===== src/rtl/smg_scan_module.sv =====
// Four-digit multiplexed 7-segment scanner: a dwell timer steps a digit FSM, the BCD value is
// latched once per frame, and registered active-low row/column drives are produced with optional leading-zero blanking.
module smg_scan_module #(
   parameter logic [15:0] T1MS = 16'd49_999
) (
   input  logic        CLK,
   input  logic        RSTn,
   input  logic [15:0] NumberSig,
   input  logic        BlankEn,
   output logic [7:0]  Row_Scan_Sig,
   output logic [3:0]  Column_Scan_Sig,
   output logic        FrameDone,
   output logic [1:0]  o_dbg_state
);

   typedef enum logic [1:0] {
      DIG0 = 2'd0,
      DIG1 = 2'd1,
      DIG2 = 2'd2,
      DIG3 = 2'd3
   } state_t;

   state_t      r_state;
   state_t      w_next_state;
   logic [15:0] r_cnt;
   logic [15:0] r_shadow;
   logic [7:0]  r_row;
   logic [3:0]  r_col;
   logic        r_frame_done;

   logic        w_tick;
   logic        w_boundary;
   logic [3:0]  w_nibble;
   logic [3:0]  w_col;
   logic        w_upper_zero;
   logic [7:0]  w_seg;
   logic [7:0]  w_row;

   // Handshake-free block: NumberSig is sampled only on the frame-boundary tick,
   // BlankEn every cycle; no valid/ready exchange exists on any port.
   assign w_tick     = (r_cnt == T1MS);
   assign w_boundary = w_tick && (r_state == DIG3);

   always_ff @(posedge CLK or negedge RSTn) begin
      if (!RSTn) begin
         r_cnt <= 16'd0;
      end else if (w_tick) begin
         r_cnt <= 16'd0;
      end else begin
         r_cnt <= r_cnt + 16'd1;
      end
   end

   always_ff @(posedge CLK or negedge RSTn) begin
      if (!RSTn) begin
         r_state <= DIG0;
      end else begin
         r_state <= w_next_state;
      end
   end

   // Next digit plus the nibble, column pattern and "everything above is zero" flag of the current digit.
   always_comb begin
      w_next_state = r_state;
      w_nibble     = r_shadow[3:0];
      w_col        = 4'b1110;
      w_upper_zero = 1'b0;
      case (r_state)
         DIG0: begin
            if (w_tick) w_next_state = DIG1;
         end
         DIG1: begin
            if (w_tick) w_next_state = DIG2;
            w_nibble     = r_shadow[7:4];
            w_col        = 4'b1101;
            w_upper_zero = (r_shadow[15:4] == 12'd0);
         end
         DIG2: begin
            if (w_tick) w_next_state = DIG3;
            w_nibble     = r_shadow[11:8];
            w_col        = 4'b1011;
            w_upper_zero = (r_shadow[15:8] == 8'd0);
         end
         DIG3: begin
            if (w_tick) w_next_state = DIG0;
            w_nibble     = r_shadow[15:12];
            w_col        = 4'b0111;
            w_upper_zero = (r_shadow[15:12] == 4'd0);
         end
         default: begin
            w_next_state = DIG0;
         end
      endcase
   end

   always_comb begin
      w_seg = 8'hBF;
      case (w_nibble)
         4'd0:    w_seg = 8'hC0;
         4'd1:    w_seg = 8'hF9;
         4'd2:    w_seg = 8'hA4;
         4'd3:    w_seg = 8'hB0;
         4'd4:    w_seg = 8'h99;
         4'd5:    w_seg = 8'h92;
         4'd6:    w_seg = 8'h82;
         4'd7:    w_seg = 8'hF8;
         4'd8:    w_seg = 8'h80;
         4'd9:    w_seg = 8'h90;
         default: w_seg = 8'hBF;
      endcase
   end

   // DIG0 never raises w_upper_zero, so the rightmost digit is always lit.
   assign w_row = (BlankEn && w_upper_zero) ? 8'hFF : w_seg;

   always_ff @(posedge CLK or negedge RSTn) begin
      if (!RSTn) begin
         r_shadow <= 16'h0000;
      end else if (w_boundary) begin
         r_shadow <= NumberSig;
      end
   end

   always_ff @(posedge CLK or negedge RSTn) begin
      if (!RSTn) begin
         r_frame_done <= 1'b0;
      end else begin
         r_frame_done <= w_boundary;
      end
   end

   always_ff @(posedge CLK or negedge RSTn) begin
      if (!RSTn) begin
         r_row <= 8'hFF;
         r_col <= 4'b1111;
      end else begin
         r_row <= w_row;
         r_col <= w_col;
      end
   end

   assign Row_Scan_Sig    = r_row;
   assign Column_Scan_Sig = r_col;
   assign FrameDone       = r_frame_done;
   assign o_dbg_state     = r_state;

endmodule


===== config.mk =====
export PLATFORM = sky130hd
export DESIGN_NAME = smg_scan_module
export DESIGN_NICKNAME = d
export VERILOG_FILES = /design/src/rtl/smg_scan_module.sv
export SDC_FILE = /design/constraint.sdc
export NUM_CORES = 1
export LEC_CHECK = 0
export ABC_AREA = 1
export BUFFER_PORTS_ARGS = -buffer_cell sky130_fd_sc_hd__buf_4
export CORE_MARGIN = 2
export CORE_UTILIZATION = 55
export DETAILED_ROUTE_END_ITERATION = 16
export GPL_TIMING_DRIVEN = 0
export PLACE_DENSITY = 0.84
export RECOVER_POWER = 25
export REMOVE_ABC_BUFFERS = 1
export SLEW_MARGIN = 20
export SYNTH_ARGS = -nofsm -noshare
export SYNTH_HDL_FRONTEND = slang
export SYNTH_SLANG_ARGS = --single-unit

===== constraint.sdc =====
create_clock -name CLK -period 2.5 [get_ports CLK]
set_clock_uncertainty 0.1 [all_clocks]
set_input_delay 0.375 -clock CLK [delete_from_list [all_inputs] [get_ports CLK]]
set_output_delay 0.375 -clock CLK [all_outputs]
set_load 0.1 [all_outputs]

==> results.txt, run 1 <==
- The run finished with clean final reports.
- TritonCTS built the clock tree.
- DRC violation count after routing: 0
* Number of port buffers: 32
- Initial cell density of the core: between 50% and 60%
- The worst path uses between 80% and 90% of the clock period.
* Synthesized-area fraction occupied by and/or/nand/nor cells: approximately 34%
- The first global-routing pass estimated 8066 µm of wire.
* End of the worst register-to-register path: Row_Scan_Sig[3]
- Complex-gate fraction of the synthesized area: roughly 3.5%
- The slowest stage of the critical path belongs to the cell sky130_fd_sc_hd__dfrtp_1.
- After synthesis, the share of cell area in mux cells is 0%.
- Counting the fill cells in the layout gives ~340.
* Main combinational cell family by area after synthesis: simple AND/OR/NAND/NOR gates
- Ordered list of cells on the worst path: inv_1 > ha_1 > inv_2 > nand2_1 > o21bai_1 > ha_1 > inv_1 > nand2_1 > nand2_1 > nand2_1 > nand2_1
* Hold worst-path end: r_shadow[12]
* Standard-cell row count: 23
- CTS sink cnt: 46
- Headroom to the max-slew limit came out at 28.50%.
* TritonRoute pass-1 iters: 4
- Counting instances, the worst hold path has a depth of 3.
- Worst path setup slack after routing: approximately 0.42 ns
* Setup repair after global routing missed its margin: false
- By instance count, the cell type seen most on the critical path is sky130_fd_sc_hd__nand2_1.
- Static leakage: 1.373 nW
- Across all register-to-register paths, the minimum setup slack is 0.42 ns.
- The largest total area in the synthesized netlist belongs to sky130_fd_sc_hd__dfrtp_1.
- Proportion of synthesized flip-flops having asynchronous set or reset: between 90% and 100%
* Mean number of vias per cell: 5.058
* Synth top area share: 36.71%
- DR WL/cell: 11.53 µm
- GRT Overall Usage: around 21%
- Counting both buffers and inverters, the worst setup path holds a total of 3.
- H-Tree Level Count: 2
* Number of buffers inserted by hold repair at cts: 1
- Worst Hold Launch: NumberSig[12]
- The first routing iteration left ~110 violations.
* Total power divided by cell area: 481.2 nW/µm²
* Number of global-route vias before repair: approximately 1.9k
- Final GP Congestion: 0.8633
- Data arrival time of the worst path: roughly 2.2 ns
- After clock tree synthesis, the clock-pin slew on the worst setup and hold paths is 0.08 ns.
- The mapped netlist covers around 2400 µm².
- Die extent in x: about 70 µm
* Total via count after detailed routing: about 1.9k
* Height of the chip: 69.87 µm
- Data on the critical path is required at its endpoint by 2.65 ns.
* Peak supply drop: 0.3740 mV
- In this run the critical register-to-register path is launched from o_dbg_state[0].
* Initial antenna violation count: 0
- Layout area overhead: 15.78%
* Total number of yosys warnings: 0
* Highest clock rate: between 0.4 and 0.5 GHz
* Least-Margin Pin Slew: approximately 1.1 ns
- Area of the die: around 4900 µm²
* Critical-path maximum fanout: 11
- Timing analysis after detailed placement gives a worst setup slack of approximately 0.45 ns.
* Core ar.: between 4000 and 5000 µm²
- The final count of hold timing violations was 0.
- Number of buffers added by the clock tree synthesis step: 5
- CTS placed an instance of sky130_fd_sc_hd__clkbuf_8 at the clock tree root.
- Kind of start point of the critical path: flip-flop
- Count of mapped cells out of synthesis: between 200 and 300
* Largest net degree at the start of global routing: 47
- Subtracting the final worst setup slack from the clock period gives a little over 2 ns.
- Average instance area after synthesis: around 8.2 µm²
- Total congestion overflow: 0
- Highest cell delay on the worst timing path: approximately 0.43 ns
* EDFF count, synth: 0
- Sorting the synthesized cells by area gives the leading types as sky130_fd_sc_hd__dfrtp_1 (37%), sky130_fd_sc_hd__nand2_1 (16%), sky130_fd_sc_hd__dfstp_2 (12%).
- Detailed placement finished with a half-perimeter wire length of 3224 µm.
- Counting cells, the worst reg-to-reg path comes to 11.
* Net count reported at finish: 355
- XOR/XNOR Fraction of Synth Area: approximately 1.8%
* Prevailing post-synth register cell: sky130_fd_sc_hd__dfrtp_1
- In this run, post-CTS repair resized a total of 0 instances.
* Number of buffers on the longest clock path: 2
- Clock insertion delay at the later pin of the skew report: ~0.30 ns
- The worst setup path is captured at a flip-flop.
- The routed design has 4360 µm of wire.
- Number of unique standard cell types used by synthesis: 32
- Antenna diode count: 0
* Boundary pin count: 34
* Number of maximum-capacitance constraint violations: 0
- The worst setup path is of the flip-flop to flip-flop kind.
- Post-CTS Repair Setup Buffers: 0
* Final-report max-slew violation count: 0
- Setup total negative slack on the finished layout was measured at 0 ns.
* Delay-heaviest family, CP: adder cells
- Share of post-route cells with drive strength above 1: approximately 24%
- Antenna-violating nets left: 0
* Number of register bits inferred by synthesis: 46
* Final setup violation count: 0
- Adder-cell area share of the yosys netlist: under 10%
- Sequential share of the synthesized area: between 40% and 50%
- The worst hold path belongs to the class primary input to flip-flop.
==> tightest hold or removal path: cells and delay by family <==
kind / cells / cell delay, ns
and+or+nand+nor: 2 / 0.08
buffers and inverters: 1 / 0.08
==> worst max-delay path by stage <==
stage	end	depth (start not counted)	from	slack [ns]
finish	Row_Scan_Sig[3]	11	o_dbg_state[0]	0.42
global route	Row_Scan_Sig[3]	11	o_dbg_state[0]	0.19
CTS	Row_Scan_Sig[3]	11	o_dbg_state[0]	0.42
detailed placement	Row_Scan_Sig[3]	11	o_dbg_state[0]	0.45
global placement	Row_Scan_Sig[3]	11	o_dbg_state[0]	0.47
floorplan	Row_Scan_Sig[3]	11	o_dbg_state[0]	-0.02
==> power by group <==
| group | internal [mW] | leakage [nW] | switching, mW |
|---|---|---|---|
| clock | 0.294 | 0.0579 | 0.248 |
| combinational | 0.0180 | 0.808 | 0.0251 |
| sequential | 0.744 | 0.506 | 0 |
==> cell usage after synthesis, drive strengths merged (2+ instances only) <==
cell type    n
inv         30
dfstp       11
buf          4
ha           9
or2          2
nand4        4
nand2      112
xor2         5
nand3       23
nor3         3
nor2        37
o21ai        5
dfrtp       35
a21oi        2
o21bai       4
==> state kept, by name, summed over array words and instances, names as in the netlist <==
| register | cells |
|---|---|
| FrameDone | 1 |
| o_dbg_state | 2 |
| r_shadow | 16 |
| r_cnt | 16 |
| Row_Scan_Sig | 7 |
| Column_Scan_Sig | 4 |
==> placed cells by master (no fill, tap or decap), types with 2 or more instances in the layout <==
| master | instances |
|---|---|
| sky130_fd_sc_hd__a21oi_1 | 2 |
| sky130_fd_sc_hd__buf_4 | 31 |
| sky130_fd_sc_hd__clkbuf_8 | 5 |
| sky130_fd_sc_hd__clkinv_2 | 3 |
| sky130_fd_sc_hd__dfrtp_1 | 35 |
| sky130_fd_sc_hd__dfstp_2 | 11 |
| sky130_fd_sc_hd__ha_1 | 9 |
| sky130_fd_sc_hd__inv_1 | 26 |
| sky130_fd_sc_hd__inv_2 | 3 |
| sky130_fd_sc_hd__nand2_1 | 101 |
| sky130_fd_sc_hd__nand2_2 | 11 |
| sky130_fd_sc_hd__nand3_1 | 20 |
| sky130_fd_sc_hd__nand3_2 | 2 |
| sky130_fd_sc_hd__nand4_1 | 4 |
| sky130_fd_sc_hd__nor2_1 | 32 |
| sky130_fd_sc_hd__nor2_2 | 3 |
| sky130_fd_sc_hd__nor2_4 | 2 |
| sky130_fd_sc_hd__nor3_1 | 3 |
| sky130_fd_sc_hd__o21ai_0 | 3 |
| sky130_fd_sc_hd__o21bai_1 | 3 |
| sky130_fd_sc_hd__or2_2 | 2 |
| sky130_fd_sc_hd__xor2_1 | 5 |
==> cell type report <==
class,instances,area [µm²],area share [%]
Clock buffer,5,68.82,2.491
Clock inverter,3,40.04,1.449
Inverter,31,122.6,4.438
Multi-Input combinational cell,210,1056,38.22
Sequential cell,46,1165,42.16
Tap cell,50,62.56,2.264
Timing Repair Buffer,33,247.7,8.967
==> per-stage QoR <==
step | hold slack (ns) | power, mW | utilization, % | instances | cell area [µm²]
after floorplan | -0.02059 | 0.7650 | - | 287 | 2346
after detailed placement | 0.3057 | 0.8022 | 64.82 | 369 | 2649
after global placement | 0.3036 | 0.8013 | 64.82 | 369 | 2649
final | 0.1605 | 1.329 | 67.61 | 378 | 2763
after CTS | 0.1547 | 1.343 | 67.73 | 378 | 2768
after global routing | 0.1647 | 1.376 | 67.61 | 378 | 2763
==> cell families after synthesis <==
logic type      count (synthesis)
other cells                     1
xor+xnor                        5
flops                          46
fa+ha+maj                       9
buf+inv                        35
simple gates                  183
compound gates                 12
==> layer usage <==
layer / up-vias / share of wire, % / global-route usage, %
met4: 0 / 1.4 / 7.051
met1: 899 / 47 / 27.38
li1: 974 / - / -
met5: - / 0 / 0
met2: 33 / 47 / 33.12
met3: 6 / 4.4 / 4.618
Note: power is estimated with default switching activity, not from simulation.
==> run 2: changes to the inputs <==
==> constraint.sdc (replaced) <==
create_clock -name CLK -period 2 [get_ports CLK]
set_clock_uncertainty 0.1 [all_clocks]
set_input_delay 0.3 -clock CLK [delete_from_list [all_inputs] [get_ports CLK]]
set_output_delay 0.3 -clock CLK [all_outputs]
set_load 0.1 [all_outputs]
==> results.txt, run 2 (synthesized netlist as in run 1, its figures left out) <==
* GRT Overall Usage: 20.57%
* Initial cell density of the core: between 50% and 60%
- The number of antenna diodes in the final layout is 0.
* Mean number of vias per cell: 5.111
- Static timing analysis puts the maximum clock frequency at approximately 0.53 GHz.
- Clock transition at the registers of the reported paths: about 0.080 ns
- Max-slew headroom at the worst pin: 63.08%
- CTS sink cnt: between 40 and 50
- In the layout the commonest cells are sky130_fd_sc_hd__nand2_1 (100), sky130_fd_sc_hd__buf_4 (34), sky130_fd_sc_hd__dfrtp_1 (33), sky130_fd_sc_hd__nor2_1 (30), sky130_fd_sc_hd__inv_1 (23).
- The core region is about 4100 µm².
* Final cycle utilization of the critical path: ~94%
- Number of maximum-capacitance constraint violations: 0
* Time the final worst path needs with I/O delays and setup: between 1.5 and 2 ns
* Layout area overhead: 19.51%
- Initial antenna violation count: 0
- Hold Violations, Final: 0
- Largest net degree at the start of global routing: 47
- In this run the deepest clock path goes through 2 buffers.
- DR WL/cell: 12.09 µm
- The H-tree was split into 2 levels.
- Kind of start point of the critical path: flip-flop
* Start-to-end type of the worst setup path: flip-flop to flip-flop
- The cell that appears most often on the critical path is sky130_fd_sc_hd__nand3_1.
- Once detailed placement completed, the half-perimeter wirelength came to between 3000 and 4000 µm.
* Total congestion overflow: 0
- Net count reported at finish: about 360
* Least-Margin Pin Slew: approximately 0.55 ns
* Antenna-violating nets left: 0
- First-pass GRT wire length: between 8000 and 9000 µm
* Wire length after detailed routing: between 4000 and 5000 µm
- At the end of routability-driven placement, the weighted congestion stood at approximately 0.86.
- Clock insertion delay at the later pin of the skew report: 0.30 ns
* Min-delay worst type: primary input to flip-flop
- Final setup violation count: 0
- The die covers slightly below 5000 µm².
* Boundary pin count: 34
- TritonCTS built the clock tree.
* Static leakage: about 1.4 nW
* Root buffer cell: sky130_fd_sc_hd__clkbuf_8
- Cell count after placement: around 370
- In the routed design, unresolved DRC markers number 0.
* Leading cell type in the layout, fill and taps excluded: sky130_fd_sc_hd__nand2_1
- Worst hold slack: approximately 0.085 ns
* Total power divided by cell area: 582.4 nW/µm²
* Critical-path cell with the highest stage delay: sky130_fd_sc_hd__dfrtp_2
- Data on the critical path arrives at its endpoint at between 2 and 2.5 ns.
* Number of port buffers: 32
* Number of global-route vias before repair: roughly 1.9k
* Standard-cell row count: 23
- Share of post-route cells with drive strength above 1: 28.48%
- DR iter-0 viols: just over 90
- Height of the chip: 69.87 µm
- Critical-path maximum fanout: 11
* Data required time of the critical path: around 2.1 ns
* Total via count after detailed routing: slightly below 2k
- Type of element capturing the critical path: flip-flop
- Number of cells in the finished layout apart from fillers: 380
* Final-report max-slew violation count: 0
* Outcome: finished, final reports clean
* TritonRoute pass-1 iters: 4
- Number of buffers added by the clock tree synthesis step: 5
* Peak supply drop: between 0.4 and 0.5 mV
* Die extent in x: roughly 70 µm
- Walking the worst path, the cells encountered are inv_2 > ha_2 > inv_4 > nand2_1 > nor2_1 > nor2_2 > ha_1 > nand3_1 > nand3_1 > nand3_1.
- On the worst path, the slowest cell contributes a delay of 0.47 ns.
[run 2: where the power goes]
group	leakage (nW)	internal, mW	total [mW]	switching [mW]
sequential	0.503	0.930	0.930	0
combinational	0.824	0.0232	0.0548	0.0316
clock	0.0579	0.368	0.675	0.308
total	1.38	1.32	1.66	0.339
[run 2: critical path, delay by kind of cell, from the launching register on]
| kind | cells | cell delay, ns |
|---|---|---|
| and+or+nand+nor | 6 | 0.62 |
| buffers and inverters | 2 | 0.20 |
| adders and majority gates | 2 | 0.43 |
| DFF | 1 | 0.47 |
[run 2: path summary, 6_finish.rpt]
kind | slack [ns] | end | depth (start not counted) | from
max | 0.11 | Row_Scan_Sig[4] | 10 | o_dbg_state[1]
min | 0.08 | r_shadow[12] | 3 | NumberSig[12]
max reg2reg | 0.11 | Row_Scan_Sig[4] | 10 | o_dbg_state[1]
min reg2reg | 0.36 | r_cnt[0] | 1 | r_cnt[0]
max in group asynchronous | 0.98 | o_dbg_state[0] | 2 | RSTn
min in group asynchronous | 0.43 | r_cnt[12] | 2 | RSTn
[run 2: metrics by stage]
| stage | setup slack, ns | power (mW) | setup TNS, ns | util [%] | area (µm²) |
|---|---|---|---|---|---|
| after floorplan | -0.5250 | 0.9563 | -2.858 | - | 2346 |
| after global placement | -0.02775 | 1.002 | -0.02775 | 64.82 | 2649 |
| after detailed placement | -0.04962 | 1.003 | -0.04962 | 64.82 | 2649 |
| after CTS | 0.01861 | 1.679 | 0 | 67.82 | 2771 |
| after global routing | -0.05782 | 1.723 | -0.1108 | 69.78 | 2851 |
| final | 0.1113 | 1.661 | 0 | 69.78 | 2851 |
[run 2: area by class of cell]
class,instances,area (µm²)
clock buffer,5,68.82
clock inverter,3,40.04
fill,320,1235
inverter,31,125.1
multi-input combinational,210,1122
sequential,46,1167
tap,50,62.56
timing repair buffer,35,265.3
[run 2: per-layer routing]
layer  share of wire [%]  global-route usage (%)  vias to the layer above  wire [µm]
met5                   0                       0                        -          0
met2                  48                   33.23                       40       2207
li1                    -                       -                      980          -
met3                 4.8                   4.618                        8        221
met4                 1.9                   7.051                        0         86
met1                  45                   27.47                      914       2081
[run 2: timing repair]
| item | CTS | global route |
|---|---|---|
| hold buffers | 1 | 0 |
| gates cloned | 0 | 0 |
| endpoints found under the setup margin | 2 | 6 |
| gates resized for setup | 1 | 17 |
| endpoints found under the hold margin | 35 | 0 |
| setup buffers | 0 | 2 |
==> run 3: changes to the inputs <==
==> constraint.sdc (replaced) <==
create_clock -name CLK -period 1.89 [get_ports CLK]
set_clock_uncertainty 0.1 [all_clocks]
set_input_delay 0.2835 -clock CLK [delete_from_list [all_inputs] [get_ports CLK]]
set_output_delay 0.2835 -clock CLK [all_outputs]
set_load 0.1 [all_outputs]
==> results.txt, run 3 (synthesized netlist as in run 1, its figures left out) <==
* Core ar.: 4086 µm²
* Number of cells in the finished layout apart from fillers: between 300 and 400
- Total congestion overflow: 0
- Antenna-violating nets left: 0
- Leaving out fill and tap cells, the most frequent cell in the layout is sky130_fd_sc_hd__nand2_1.
* Worst hold slack: roughly 0.068 ns
* Setup repair after global routing missed its margin: true
- Start-to-end type of the worst setup path: flip-flop to flip-flop
- Boundary pin count: 34
* Final GP Congestion: between 0.8 and 0.9
* Share of post-route cells with drive strength above 1: 30.54%
- Kind of start point of the critical path: flip-flop
- The final layout contains around 360 nets.
* Highest cell delay on the worst timing path: approximately 0.44 ns
- The tree is rooted in a sky130_fd_sc_hd__clkbuf_8.
- Clock insertion delay at the later pin of the skew report: approximately 0.3 ns
* Number of maximum-capacitance constraint violations: 0
- The path class of the tightest hold or removal check is primary input to flip-flop.
- Setup violations remaining at the end of the flow were counted as 0.
- Number of buffers on the longest clock path: 2
- Highest clock rate: approximately 0.55 GHz
- Clock tree synthesis inserted a total of 5 buffers.
* Worst path setup slack after routing: between 0.06 and 0.07 ns
* Cell depth of the worst hold path: 3
- Buffers placed on the I/O ports in this run total 32.
- Peak supply drop: a little over 0.5 mV
- STA puts the critical path data arrival time at 1.97 ns.
- Clock transition at the registers of the reported paths: approximately 0.080 ns
* Least-Margin Pin Slew: between 0.5 and 0.6 ns
- In the layout the commonest cells are sky130_fd_sc_hd__nand2_1 (97), sky130_fd_sc_hd__buf_4 (38), sky130_fd_sc_hd__dfrtp_1 (33), sky130_fd_sc_hd__nor2_1 (29), sky130_fd_sc_hd__inv_1 (23).
- The area growth from synthesis to layout is 22.13%.
- The floorplan step defined a die boundary enclosing 4881 µm².
* Hold Violations, Final: 0
* H-Tree Level Count: 2
- Max-slew headroom at the worst pin: a little over three fifths
* Critical-path maximum fanout: 11
* Mean number of vias per cell: 5.130
- Setup total negative slack: 0 ns
* Path depth of the worst reg2reg path: 11
- Once the floorplan was initialized, standard cells occupied ~58% of the core.
* Height of the chip: ~70 µm
- The initial antenna violation count was 0.
- GRT Overall Usage: a little over a fifth
* Outcome: finished, final reports clean
- Crit. path cell count: 11
- Entering global routing, the biggest net connects 47 pins.
* Worst path buffer plus inverter count: 3
- Die extent in x: about 70 µm
* Cell count after placement: roughly 370
- DR iter-0 viols: 102
- Before antenna repair, the detailed router went through 4 iterations.
- Final HPWL DP: about 3200 µm
- At the worst endpoint, the required time is around 2.0 ns.
* Pre-CTS setup slack: -0.1596 ns
- Final-report max-slew violation count: 0
- After floorplanning, the core was divided into 23 placement rows.
* DR WL/cell: between 10 and 15 µm
* Antenna diode count: 0
* CTS sink cnt: 46
* Static leakage: roughly 1.4 nW
* Time the final worst path needs with I/O delays and setup: 1.820 ns
* First-pass GRT wire length: about 8200 µm
- Delay-heaviest family, CP: flip-flops
* TritonCTS clock tree: done
- Number of global-route vias before repair: between 1.5k and 2k
* Final cycle utilization of the critical path: 96.30%
- Wire length after detailed routing: between 4000 and 5000 µm
- DRC violation count after routing: 0
- Ordered list of cells on the worst path: inv_2 > ha_4 > inv_4 > nor2_2 > o21bai_4 > ha_1 > inv_1 > nand2_1 > nand2_1 > nand2_1 > nand2_1
* Type of element capturing the critical path: flip-flop
* Total power divided by cell area: 605.3 nW/µm²
- Critical-path cell with the highest stage delay: sky130_fd_sc_hd__dfrtp_2
* Most common cell on crit path: sky130_fd_sc_hd__nand2_1
- Total via count after detailed routing: approximately 2k
- Sum of internal, switching and leakage power: between 1.5 and 2 mW
-- run 3: area by class of cell --
type / instances / area (µm²)
fillers: 315 / 1172
flip-flops and latches: 46 / 1167
multi-input cells: 210 / 1152
repair buffers: 39 / 295.3
inverters: 31 / 127.6
clock buffers: 5 / 68.82
well taps: 50 / 62.56
clock inverters: 3 / 40.04
-- run 3: metrics by stage --
step / instance area, µm² / util, %
2_1_floorplan: 2346 / -
3_3_place_gp: 2649 / 64.82
3_5_place_dp: 2649 / 64.82
4_1_cts: 2794 / 68.37
5_1_grt: 2914 / 71.31
6_report: 2914 / 71.31
-- run 3: timing repair --
item / in CTS / in global routing
pin swaps: 2 / 2
setup endpoints to repair: 6 / 7
gates resized for setup: 4 / 22
hold endpoints to repair: 35 / 0
hold buffers: 1 / 0
buffers inserted: 2 / 4
-- run 3: power by group --
group | switching, mW | internal (mW)
logic | 0.0336 | 0.0246
registers | 0 | 0.984
clock network | 0.332 | 0.389
total | 0.366 | 1.40
-- run 3: tightest hold or removal path, stage by stage --
cell,delay (ns)
sky130_fd_sc_hd__buf_4,0.08
sky130_fd_sc_hd__nand2_2,0.04
sky130_fd_sc_hd__nand2_1,0.04
-- run 3: layer usage --
layer | up-vias | part of all wire [%] | global-route usage [%]
met2 | 39 | 49 | 34.18
met1 | 935 | 45 | 27.47
met4 | 0 | 1.4 | 7.051
li1 | 990 | - | -
met3 | 6 | 4.5 | 4.618
met5 | - | 0 | 0
-- run 3: path summary, 6_finish.rpt --
kind                           startpoint         endpoint  slack (ns)
max                        o_dbg_state[0]  Row_Scan_Sig[3]        0.07
max reg2reg                o_dbg_state[0]  Row_Scan_Sig[3]        0.07
min                         NumberSig[12]     r_shadow[12]        0.07
max in group asynchronous            RSTn   o_dbg_state[0]        0.88
min in group asynchronous            RSTn        r_cnt[12]        0.41
min reg2reg                      r_cnt[0]         r_cnt[0]        0.36
